$ cat src/rtl/equation_tx_pkg.sv
// equation_tx shared definitions: token kinds, ASCII codes, grammar states,
// token legality checks and token-to-ASCII conversion.
package equation_pkg;

   localparam logic [1:0] KIND_LETTER = 2'b00;
   localparam logic [1:0] KIND_DIGIT  = 2'b01;
   localparam logic [1:0] KIND_OP     = 2'b10;
   localparam logic [1:0] KIND_DELIM  = 2'b11;

   localparam logic [7:0] ASCII_NUL  = 8'h00;
   localparam logic [7:0] ASCII_A    = 8'h61;
   localparam logic [7:0] ASCII_0    = 8'h30;
   localparam logic [7:0] ASCII_PLUS = 8'h2B;
   localparam logic [7:0] ASCII_STAR = 8'h2A;
   localparam logic [7:0] ASCII_EQ   = 8'h3D;
   localparam logic [7:0] ASCII_LF   = 8'h0A;

   typedef enum logic [1:0] {EXP_OPND, EXP_OP, EXP_OPND_R, EXP_OP_R} gram_state_t;

   // Value field within the range defined for its kind.
   function automatic logic tok_in_range(input logic [6:0] t);
      logic ok;
      case (t[6:5])
         KIND_LETTER: ok = (t[4:0] <= 5'd25);
         KIND_DIGIT:  ok = (t[4:0] <= 5'd9);
         default:     ok = (t[4:1] == 4'd0);
      endcase
      return ok;
   endfunction

   // Only called on in-range tokens.
   function automatic logic [7:0] tok_to_ascii(input logic [6:0] t);
      logic [7:0] c;
      case (t[6:5])
         KIND_LETTER: c = ASCII_A + {3'b000, t[4:0]};
         KIND_DIGIT:  c = ASCII_0 + {3'b000, t[4:0]};
         KIND_OP:     c = t[0] ? ASCII_STAR : ASCII_PLUS;
         default:     c = t[0] ? ASCII_LF : ASCII_EQ;
      endcase
      return c;
   endfunction

   function automatic logic gram_legal(input gram_state_t s, input logic [6:0] t);
      logic ok;
      case (t[6:5])
         KIND_LETTER, KIND_DIGIT: ok = (s == EXP_OPND) || (s == EXP_OPND_R);
         KIND_OP:                 ok = (s == EXP_OP) || (s == EXP_OP_R);
         default:                 ok = t[0] ? (s == EXP_OP_R) : (s == EXP_OP);
      endcase
      return ok;
   endfunction

   // Next state, meaningful only when gram_legal() holds for the same token.
   function automatic gram_state_t gram_next(input gram_state_t s, input logic [6:0] t);
      gram_state_t n;
      case (t[6:5])
         KIND_LETTER, KIND_DIGIT: n = (s == EXP_OPND_R) ? EXP_OP_R : EXP_OP;
         KIND_OP:                 n = (s == EXP_OP_R) ? EXP_OPND_R : EXP_OPND;
         default:                 n = t[0] ? EXP_OPND : EXP_OPND_R;
      endcase
      return n;
   endfunction

endpackage

$ cat src/rtl/equation_tx_if.sv
// Token producer / character consumer bundle for equation_tx.
interface equation_tx_if;
   logic       push;
   logic [6:0] tok;
   logic       en;
   logic       full;
   logic [7:0] out;
   logic       out_valid;
   logic       err;

   modport master (output push, tok, en, input full, out, out_valid, err);
   modport slave  (input push, tok, en, output full, out, out_valid, err);
endinterface

$ cat src/rtl/equation_tx_fifo.sv
// Synchronous FIFO, power-of-two depth, registered full flag.
module equation_tx_fifo #(
   parameter int unsigned DEPTH = 8,
   parameter int unsigned WIDTH = 7
) (
   input  logic                     i_clk,
   input  logic                     i_rst_n,
   input  logic                     i_push,
   input  logic [WIDTH-1:0]         i_data,
   input  logic                     i_pop,
   output logic [WIDTH-1:0]         o_data,
   output logic                     o_full,
   output logic                     o_empty,
   output logic [$clog2(DEPTH):0]   o_count
);
   localparam int unsigned AW = $clog2(DEPTH);

   logic [WIDTH-1:0] r_mem [DEPTH];
   logic [AW-1:0]    r_wptr, r_rptr;
   logic [AW:0]      r_count, w_count_d;
   logic             r_full;
   logic             w_do_push, w_do_pop;

   assign w_do_push = i_push && !r_full;
   assign w_do_pop  = i_pop && (r_count != '0);

   // Occupancy after this edge.
   always_comb begin
      w_count_d = r_count;
      if (w_do_push && !w_do_pop) begin
         w_count_d = r_count + 1'b1;
      end else if (!w_do_push && w_do_pop) begin
         w_count_d = r_count - 1'b1;
      end
   end

   // Pointers wrap naturally because DEPTH is a power of two.
   always_ff @(posedge i_clk or negedge i_rst_n) begin
      if (!i_rst_n) begin
         r_wptr  <= '0;
         r_rptr  <= '0;
         r_count <= '0;
         r_full  <= 1'b0;
      end else begin
         if (w_do_push) r_wptr <= r_wptr + 1'b1;
         if (w_do_pop)  r_rptr <= r_rptr + 1'b1;
         r_count <= w_count_d;
         r_full  <= (w_count_d == (AW+1)'(DEPTH));
      end
   end

   // Storage needs no reset; the count qualifies every read.
   always_ff @(posedge i_clk) begin
      if (w_do_push) r_mem[r_wptr] <= i_data;
   end

   assign o_data  = r_mem[r_rptr];
   assign o_full  = r_full;
   assign o_empty = (r_count == '0);
   assign o_count = r_count;
endmodule

$ cat src/rtl/equation_tx.sv
// Token-to-ASCII serializer feeding the equation recognizer.
// Optional grammar enforcement at push: define EQUATION_TX_GRAMMAR_EN.
module equation_tx
   import equation_pkg::*;
#(
   parameter int unsigned DEPTH = 8
) (
   input  logic          clk,
   input  logic          reset,
   equation_tx_if.slave  bus
);
   typedef enum logic [0:0] {StIdle, StEmit} emit_state_t;

   emit_state_t            r_state;
   logic [7:0]             r_out;
   logic                   r_err;
   logic                   w_in_range, w_gram_ok, w_accept, w_pop;
   logic                   w_full, w_empty;
   logic [6:0]             w_head;
   logic [$clog2(DEPTH):0] w_count;

   assign w_in_range = tok_in_range(bus.tok);

`ifdef EQUATION_TX_GRAMMAR_EN
   gram_state_t r_gram;

   assign w_gram_ok = gram_legal(r_gram, bus.tok);

   // Tracker advances on accepted tokens only, so queued tokens are always legal.
   always_ff @(posedge clk or negedge reset) begin
      if (!reset) begin
         r_gram <= EXP_OPND;
      end else if (w_accept) begin
         r_gram <= gram_next(r_gram, bus.tok);
      end
   end
`else
   assign w_gram_ok = 1'b1;
`endif

   // Full blocks the push even when a pop happens on the same edge.
   assign w_accept = bus.push && w_in_range && w_gram_ok && !w_full;
   assign w_pop    = bus.en && !w_empty;

   equation_tx_fifo #(
      .DEPTH (DEPTH),
      .WIDTH (7)
   ) u_fifo (
      .i_clk   (clk),
      .i_rst_n (reset),
      .i_push  (w_accept),
      .i_data  (bus.tok),
      .i_pop   (w_pop),
      .o_data  (w_head),
      .o_full  (w_full),
      .o_empty (w_empty),
      .o_count (w_count)
   );

   // Emitter: register the head's ASCII code on every pop, NUL otherwise.
   always_ff @(posedge clk or negedge reset) begin
      if (!reset) begin
         r_state <= StIdle;
         r_out   <= ASCII_NUL;
      end else if (w_pop) begin
         r_state <= StEmit;
         r_out   <= tok_to_ascii(w_head);
      end else begin
         r_state <= StIdle;
         r_out   <= ASCII_NUL;
      end
   end

   // One-cycle drop indication for overflow, range or grammar rejects.
   always_ff @(posedge clk or negedge reset) begin
      if (!reset) begin
         r_err <= 1'b0;
      end else begin
         r_err <= bus.push && !w_accept;
      end
   end

   // Popping is only ever attempted from a non-empty queue.
   assert property (@(posedge clk) disable iff (!reset) w_pop |-> (w_count != '0));

   assign bus.full      = w_full;
   assign bus.out       = r_out;
   assign bus.out_valid = (r_state == StEmit);
   assign bus.err       = r_err;
endmodule

$ cat src/flat_wrapper.sv
// flat-port wrapper written by rule: the top's interface ports become plain ports
module equation_tx_flat import equation_pkg::*;
#(
   parameter int unsigned DEPTH = 8
)
  (clk, reset, bus_push, bus_tok, bus_en, bus_full, bus_out, bus_out_valid, bus_err);
  equation_tx_if bus_i ();
  input  logic clk;
  input  logic reset;
  input wire logic [$bits(bus_i.push)-1:0] bus_push;
  input wire logic [$bits(bus_i.tok)-1:0] bus_tok;
  input wire logic [$bits(bus_i.en)-1:0] bus_en;
  output wire logic [$bits(bus_i.full)-1:0] bus_full;
  output wire logic [$bits(bus_i.out)-1:0] bus_out;
  output wire logic [$bits(bus_i.out_valid)-1:0] bus_out_valid;
  output wire logic [$bits(bus_i.err)-1:0] bus_err;
  assign bus_i.push = bus_push;
  assign bus_i.tok = bus_tok;
  assign bus_i.en = bus_en;
  assign bus_full = bus_i.full;
  assign bus_out = bus_i.out;
  assign bus_out_valid = bus_i.out_valid;
  assign bus_err = bus_i.err;
  equation_tx #(.DEPTH(DEPTH)) u_core (.clk(clk), .reset(reset), .bus(bus_i));
endmodule
$ cat config.mk
export PLATFORM = sky130hd
export DESIGN_NAME = equation_tx_flat
export DESIGN_NICKNAME = d
export VERILOG_FILES = /design/src/rtl/equation_tx_pkg.sv /design/src/rtl/equation_tx_if.sv /design/src/rtl/equation_tx_fifo.sv /design/src/rtl/equation_tx.sv /design/src/flat_wrapper.sv
export SDC_FILE = /design/constraint.sdc
export NUM_CORES = 1
export LEC_CHECK = 0
export ABC_CLOCK_PERIOD_IN_PS = 2490
export BUFFER_PORTS_ARGS = -buffer_cell sky130_fd_sc_hd__buf_2
export CORE_UTILIZATION = 25
export CTS_BUF_LIST = sky130_fd_sc_hd__clkbuf_4 sky130_fd_sc_hd__clkbuf_8
export CTS_CLUSTER_DIAMETER = 30
export DETAILED_ROUTE_END_ITERATION = 16
export GPL_TIMING_DRIVEN = 0
export PLACE_DENSITY = 0.51
export SLEW_MARGIN = 15
export SYNTH_ARGS = -nofsm -noshare
export SYNTH_HDL_FRONTEND = slang
export SYNTH_SLANG_ARGS = --single-unit
$ cat constraint.sdc
create_clock -name clk -period 2.49 [get_ports clk]
set_input_delay 0.3735 -clock clk [delete_from_list [all_inputs] [get_ports clk]]
set_output_delay 0.3735 -clock clk [all_outputs]
set_load 0.01 [all_outputs]
## Yosys cells after proc, flatten, opt, wreduce, memory -nomap -nowiden

Memory sizes are Yosys's and may differ from the RTL's.
Cells that the tools add are included.

| operators by class | value |
|---|---|
| eq/ne operators | 4 |
| order comparisons | 2 |
| reduce and logical (&&, ||, !) cells | 18 |
| muxes and demuxes | 10 |
| add/subtract/negate cells | 6 |

Operators by type and width:

| kind | number |
|---|---|
| $pmux W8 S3 | 1 |
| $add A7 B5 Y8 const A | 1 |
| $logic_and A1 B1 Y1 | 8 |
| $logic_not A4 Y1 | 2 |
| $mux W4 | 2 |
| $mux W8 | 1 |
| $add A6 B5 Y7 const A | 1 |
| $add A3 B1 Y3 const B | 2 |
| $mux W6 | 1 |
| $le A5 B4 Y1 const B | 1 |
| $le A5 B5 Y1 const B | 1 |
| $logic_not A1 Y1 | 5 |
| $add A4 B1 Y4 const B | 1 |
| $eq A2 B1 Y1 const B | 2 |
| $eq A4 B4 Y1 const B | 1 |
| $logic_not A2 Y1 | 2 |
| $mux W1 | 4 |
| $reduce_bool A4 Y1 | 1 |
| $sub A4 B1 Y4 const B | 1 |
| $eq A2 B2 Y1 const B | 1 |
| $pmux W1 S2 | 1 |

| word-level totals | value |
|---|---|
| word-level logic and storage cells | 48 |
| output and inout port bits | 11 |
| bits in registers | 21 |
| input port bits | 11 |
| bits in writable memories | 56 |
| memories | 1 |

Memory list:

| name | words | width | rd ports | clocked after Yosys merged registers in | write ports | line | source |
|---|---|---|---|---|---|---|---|
| u_core.u_fifo.r_mem | 8 | 7 | 1 | 0 | 1 | equation_tx_fifo.sv:18 | `logic [WIDTH-1:0] r_mem [DEPTH];` |

## Longest topological paths before layout

| depth | value |
|---|---|
| depth in word-level cells | 10 |
| depth in mapped cells | 9 |
| gate-level depth less buffers | 9 |

## Cells and area by module

Synthesis repeated with hierarchy kept, for this count alone.

| unflattened totals | value |
|---|---|
| cell total of the unflattened synthesis | 200 |
| area total of the unflattened synthesis | 3278.1 um^2 |

By module, submodules not included:

| module | cells each | area each (um^2) | times used |
|---|---|---|---|
| equation_tx_fifo | 143 | 2730.1 | 1 |
| equation_tx | 57 | 548.0 | 1 |

## Worst setup path after synthesis

Ideal clock, no wire load.

| timing path | value |
|---|---|
| path type | input to register |
| from | input port bus_tok[2] |
| to | memory u_core.u_fifo.r_mem[6][0], enable pin |
| stages on the path | 6 |
| required time | 2.108 ns |
| setup time | 0.382 ns |
| path slack | 0.125 ns |
| arrival | 1.984 ns |
| path buffers | 1 |
| cell sequence | o211ai_1 -> nand4b_1 -> a211oi_2 -> buf_2 -> nand2_1 -> nor3b_1 |

| between the ends | value |
|---|---|
| cells in the longest elaborated chain, start to end | 7 |

Ends and longest elaborated chain:

| item | line | source |
|---|---|---|
| start, declared | flat_wrapper.sv:11 | `input wire logic [$bits(bus_i.tok)-1:0] bus_tok;` |
| $le A5 B4 Y1, or another cell as far along | equation_tx_pkg.sv:25 | `KIND_DIGIT: ok = (t[4:0] <= 5'd9);` |
| $pmux W1 S2 * | equation_tx_pkg.sv:23 | `case (t[6:5])` |
| $logic_and A1 B1 Y1 * (2 in a row) | equation_tx.sv:42 | `assign w_accept = bus.push && w_in_range && w_gram_ok && !w_full;` |
| $logic_and A1 B1 Y1 * | equation_tx_fifo.sv:24 | `assign w_do_push = i_push && !r_full;` |
| $mux W1 * | equation_tx_fifo.sv:54 | `if (w_do_push) r_mem[r_wptr] <= i_data;` |
| $mux W1 (not written as such) * | equation_tx_fifo.sv:54 |  |
| end, declared | equation_tx_fifo.sv:18 |  |

Every way passes the cells marked *; elsewhere a longest branch is shown, timed or not.

## Worst setup path in the final report

| timing path | value |
|---|---|
| from | register u_core.u_fifo.r_full, in the netlist u_core.u_fifo.o_full |
| to | memory u_core.u_fifo.r_mem[6][5], enable pin |

| between the ends | value |
|---|---|
| cells in the longest elaborated chain, start to end | 5 |

Ends and longest elaborated chain:

| item | line | source |
|---|---|---|
| start, declared | equation_tx_fifo.sv:21 | `logic r_full;` |
| start signal, assigned | equation_tx_fifo.sv:48 | `r_full <= (w_count_d == (AW+1)'(DEPTH));` |
| $logic_not A1 Y1 * | equation_tx_fifo.sv:24, equation_tx.sv:42 |  |
| $logic_and A1 B1 Y1 | equation_tx.sv:42 |  |
| $logic_and A1 B1 Y1 * | equation_tx_fifo.sv:24 |  |
| $mux W1 * | equation_tx_fifo.sv:54 |  |
| $mux W1 (not written as such) * | equation_tx_fifo.sv:54 |  |

Marks and branches as above.

==> flow_summary.json <==
{
  "skew_ns": 0.01623,
  "synth_top_family_by_area": "multiplexers",
  "finalNonFillerCells": 425,
  "fin_crit_sh": 0.9275,
  "tns_ns": 0,
  "grt_max_degree": 22,
  "nFillCells": 1299,
  "hpwl_um": 4324,
  "synth_top_area_cell": "edfxtp_1",
  "cp.arrival_ns": 2.37,
  "multi_input_area_um2": 1147,
  "core_area_um2": 13190,
  "synth_compound_area_frac": 0.03832,
  "dieArea_um2": 13920,
  "critPathKind": "reg2reg",
  "critPathMaxFanout": 10,
  "synth_fa_ha_area_frac": 0.02158,
  "dp.cells": 405,
  "synthSimpleGateAreaFrac": 0.08408,
  "max_freq_mhz": 433.0,
  "hold_class": "in2reg",
  "viasPerCell": 4.282,
  "synth_top_area_frac": 0.5000,
  "cts_buffers": 9,
  "setup_ws_ns": 0.1805,
  "num_vias": 1820,
  "clock_latency_ns": 0.36,
  "stdcell_area_um2": 4014,
  "grt_first_pass_wirelength_um": 10020,
  "pin_count": 22,
  "antenna_found_initial": 0,
  "yosys_warnings": 0,
  "initial_core_util": 0.2550,
  "ff_latch_area_um2": 2207,
  "syn2layout_area_growth_pct": 19.35,
  "finalHoldViolations": 0,
  "drc_errors": 0,
  "io_buffers": 21,
  "cts-root-buf": "clkbuf_8",
  "drt_wl_total_um": 6459,
  "grt.overflow.total": 0,
  "dp_slack_ns": -0.4788,
  "syn_avg_cell_area_um2": 16.17,
  "tightest_slew_ns": 0.8075,
  "crit_path_cell_trace": "nand4b_1 -> a211oi_4 -> buf_2 -> nand2_1 -> nor3b_4 -> buf_12",
  "required_ns": 2.55,
  "grt_usage": 0.09895,
  "synth_common_cells": "56 x edfxtp_1, 21 x dfrtp_1, 19 x nand2_1",
  "place_area_um2": 3719,
  "cts.sink_count": 77,
  "avgRoutedWirePerCell_um": 15.20,
  "drv_slew": 0,
  "synth-seq-cells": 77,
  "synth_edf_count": 56,
  "async_flop_share": 0.2727,
  "cap_violations": 0,
  "power_density_nw_per_um2": 1071,
  "drt_iter0_drc": 87,
  "clock_path_buffers": 2,
  "cpMaxStageDelayCell": "dfrtp_1",
  "grt_pass1_vias": 1835,
  "startpoint_type": "flop",
  "cp_top_family": "simple AND/OR/NAND/NOR gates",
  "ys_types": 43,
  "clkTransAtPathRegs_ns": 0.08,
  "synth-xor-area-share": 0.02344,
  "muxShareOfSynthArea": 0.1548,
  "insertedDiodeCount": 0,
  "first_pass_iters": 4,
  "drive_above_1_share": 0.3373,
  "critPathBufInv": 2,
  "rsz0062_at_grt": "false",
  "synth_area_leaders": "edfxtp_1 50%, dfrtp_1 16%, mux4_2 8.0%, nand2_1 2.1%, mux2i_1 2.1%",
  "synth_flop_cell": "edfxtp_1",
  "max-slew-margin-rel": 0.4597,
  "die_h_um": 118.0,
  "fin_nets": 260,
  "max_stage_delay_ns": 0.40,
  "endpoint_kind": "flop",
  "cts_tree": "yes",
  "yosysSeqAreaShare": 0.6562,
  "place.gp.congestion": 0.7169,
  "irDropWorstVdd_uv": 406.4,
  "p_total_w": 0.004300,
  "syn_nets": 224,
  "h-tree-depth": 3,
  "dieWidth_um": 118.0,
  "ant_nets": 0,
  "syn_inst": 208,
  "leakage_nw": 1.432,
  "rows": 42,
  "setup_viol": 0,
  "netlist_area_um2": 3363,
  "yosys.cell_count.top_type": "edfxtp_1",
  "status": "finished, final reports clean",
  "period_minus_slack_ns": 2.309
}
metrics by stage:
step                  util  hold WS, ns
floorplan                -      0.07791
global placement    0.2796       0.3755
detailed placement  0.2819       0.3889
CTS                 0.2977       0.2461
global route        0.3043       0.2535
finish              0.3043       0.2590
registers in the layout (all words and copies together) (netlist names):
signal and flops:
u_core.bus.err 1, u_core.bus.out 8, u_core.bus.out_valid 1, u_core.u_fifo.o_count 4, u_core.u_fifo.o_full 1, u_core.u_fifo.r_mem 56
u_core.u_fifo.r_rptr 3, u_core.u_fifo.r_wptr 3
path summary, 6_finish.rpt:
check | start | to | slack [ns] | cells past startpoint
worst max-delay path | u_core.u_fifo.o_full | u_core.u_fifo.r_mem[6][5] | 0.18 | 6
worst min-delay path | bus_push | u_core.bus.err | 0.26 | 2
worst max register to register | u_core.u_fifo.o_full | u_core.u_fifo.r_mem[6][5] | 0.18 | 6
worst min register to register | u_core.u_fifo.r_wptr[2] | u_core.u_fifo.r_wptr[2] | 0.50 | 1
min in group asynchronous | reset | u_core.u_fifo.r_wptr[0] | 0.52 | 2
max in group asynchronous | reset | u_core.u_fifo.r_rptr[2] | 1.63 | 2
per-layer routing:
layer | vias to the layer above | GRT usage | part of all wire
li1 | 866 | - | -
met1 | 904 | 0.1240 | 0.45
met2 | 37 | 0.1581 | 0.49
met3 | 13 | 0.03052 | 0.036
met4 | 0 | 0.04087 | 0.020
met5 | - | 0 | 0
area by class of cell:
class,count,share of cell area
inverters,6,0.005611
clock inverters,3,0.004676
repair buffers,25,0.04364
flip-flops and latches,77,0.5499
plain buffers,8,0.01247
well taps,176,0.05486
multi-input cells,117,0.2858
clock buffers,13,0.04302
worst reg2reg max path, cell delays in order, from the launching register on:
cell	delay [ns]
dfrtp_1	0.40
nand4b_1	0.23
a211oi_4	0.38
buf_2	0.28
nand2_1	0.25
nor3b_4	0.30
buf_12	0.17
placed cells by master, fill, tap and decap left out, types with 4 or more instances in the layout:
cell      instances
ha_1              5
mux2_2            5
a21oi_1           4
inv_1             5
xnor2_1           7
buf_2            25
edfxtp_1         56
mux4_2           12
dfrtp_1          21
nand2_1          19
clkbuf_8         12
mux2i_1           7
nor2_1            8
report_power, final:
group          internal (W)  switching, W  leakage (nW)
clock network      0.000454      0.000443        0.0994
registers           0.00155      0.000117         0.765
logic              0.000793      0.000937         0.567
repair_timing:
action                                 in CTS  in global routing
setup endpoints to repair                  28                 57
endpoints found under the hold margin       9                  0
gates resized for setup                     1                  6
hold buffers                                1                  0
setup buffers                               0                  3
pin swaps                                   1                  3
cell families after synthesis:
logic type,count (synthesis)
multiplexers,30
XOR/XNOR,9
flip-flops,77
adder cells (fa/ha/maj),6
AO/OA/AOI/OAI,18
AND/OR/NAND/NOR,54
buffers and inverters,14
Power figures use the tool's default switching activity.
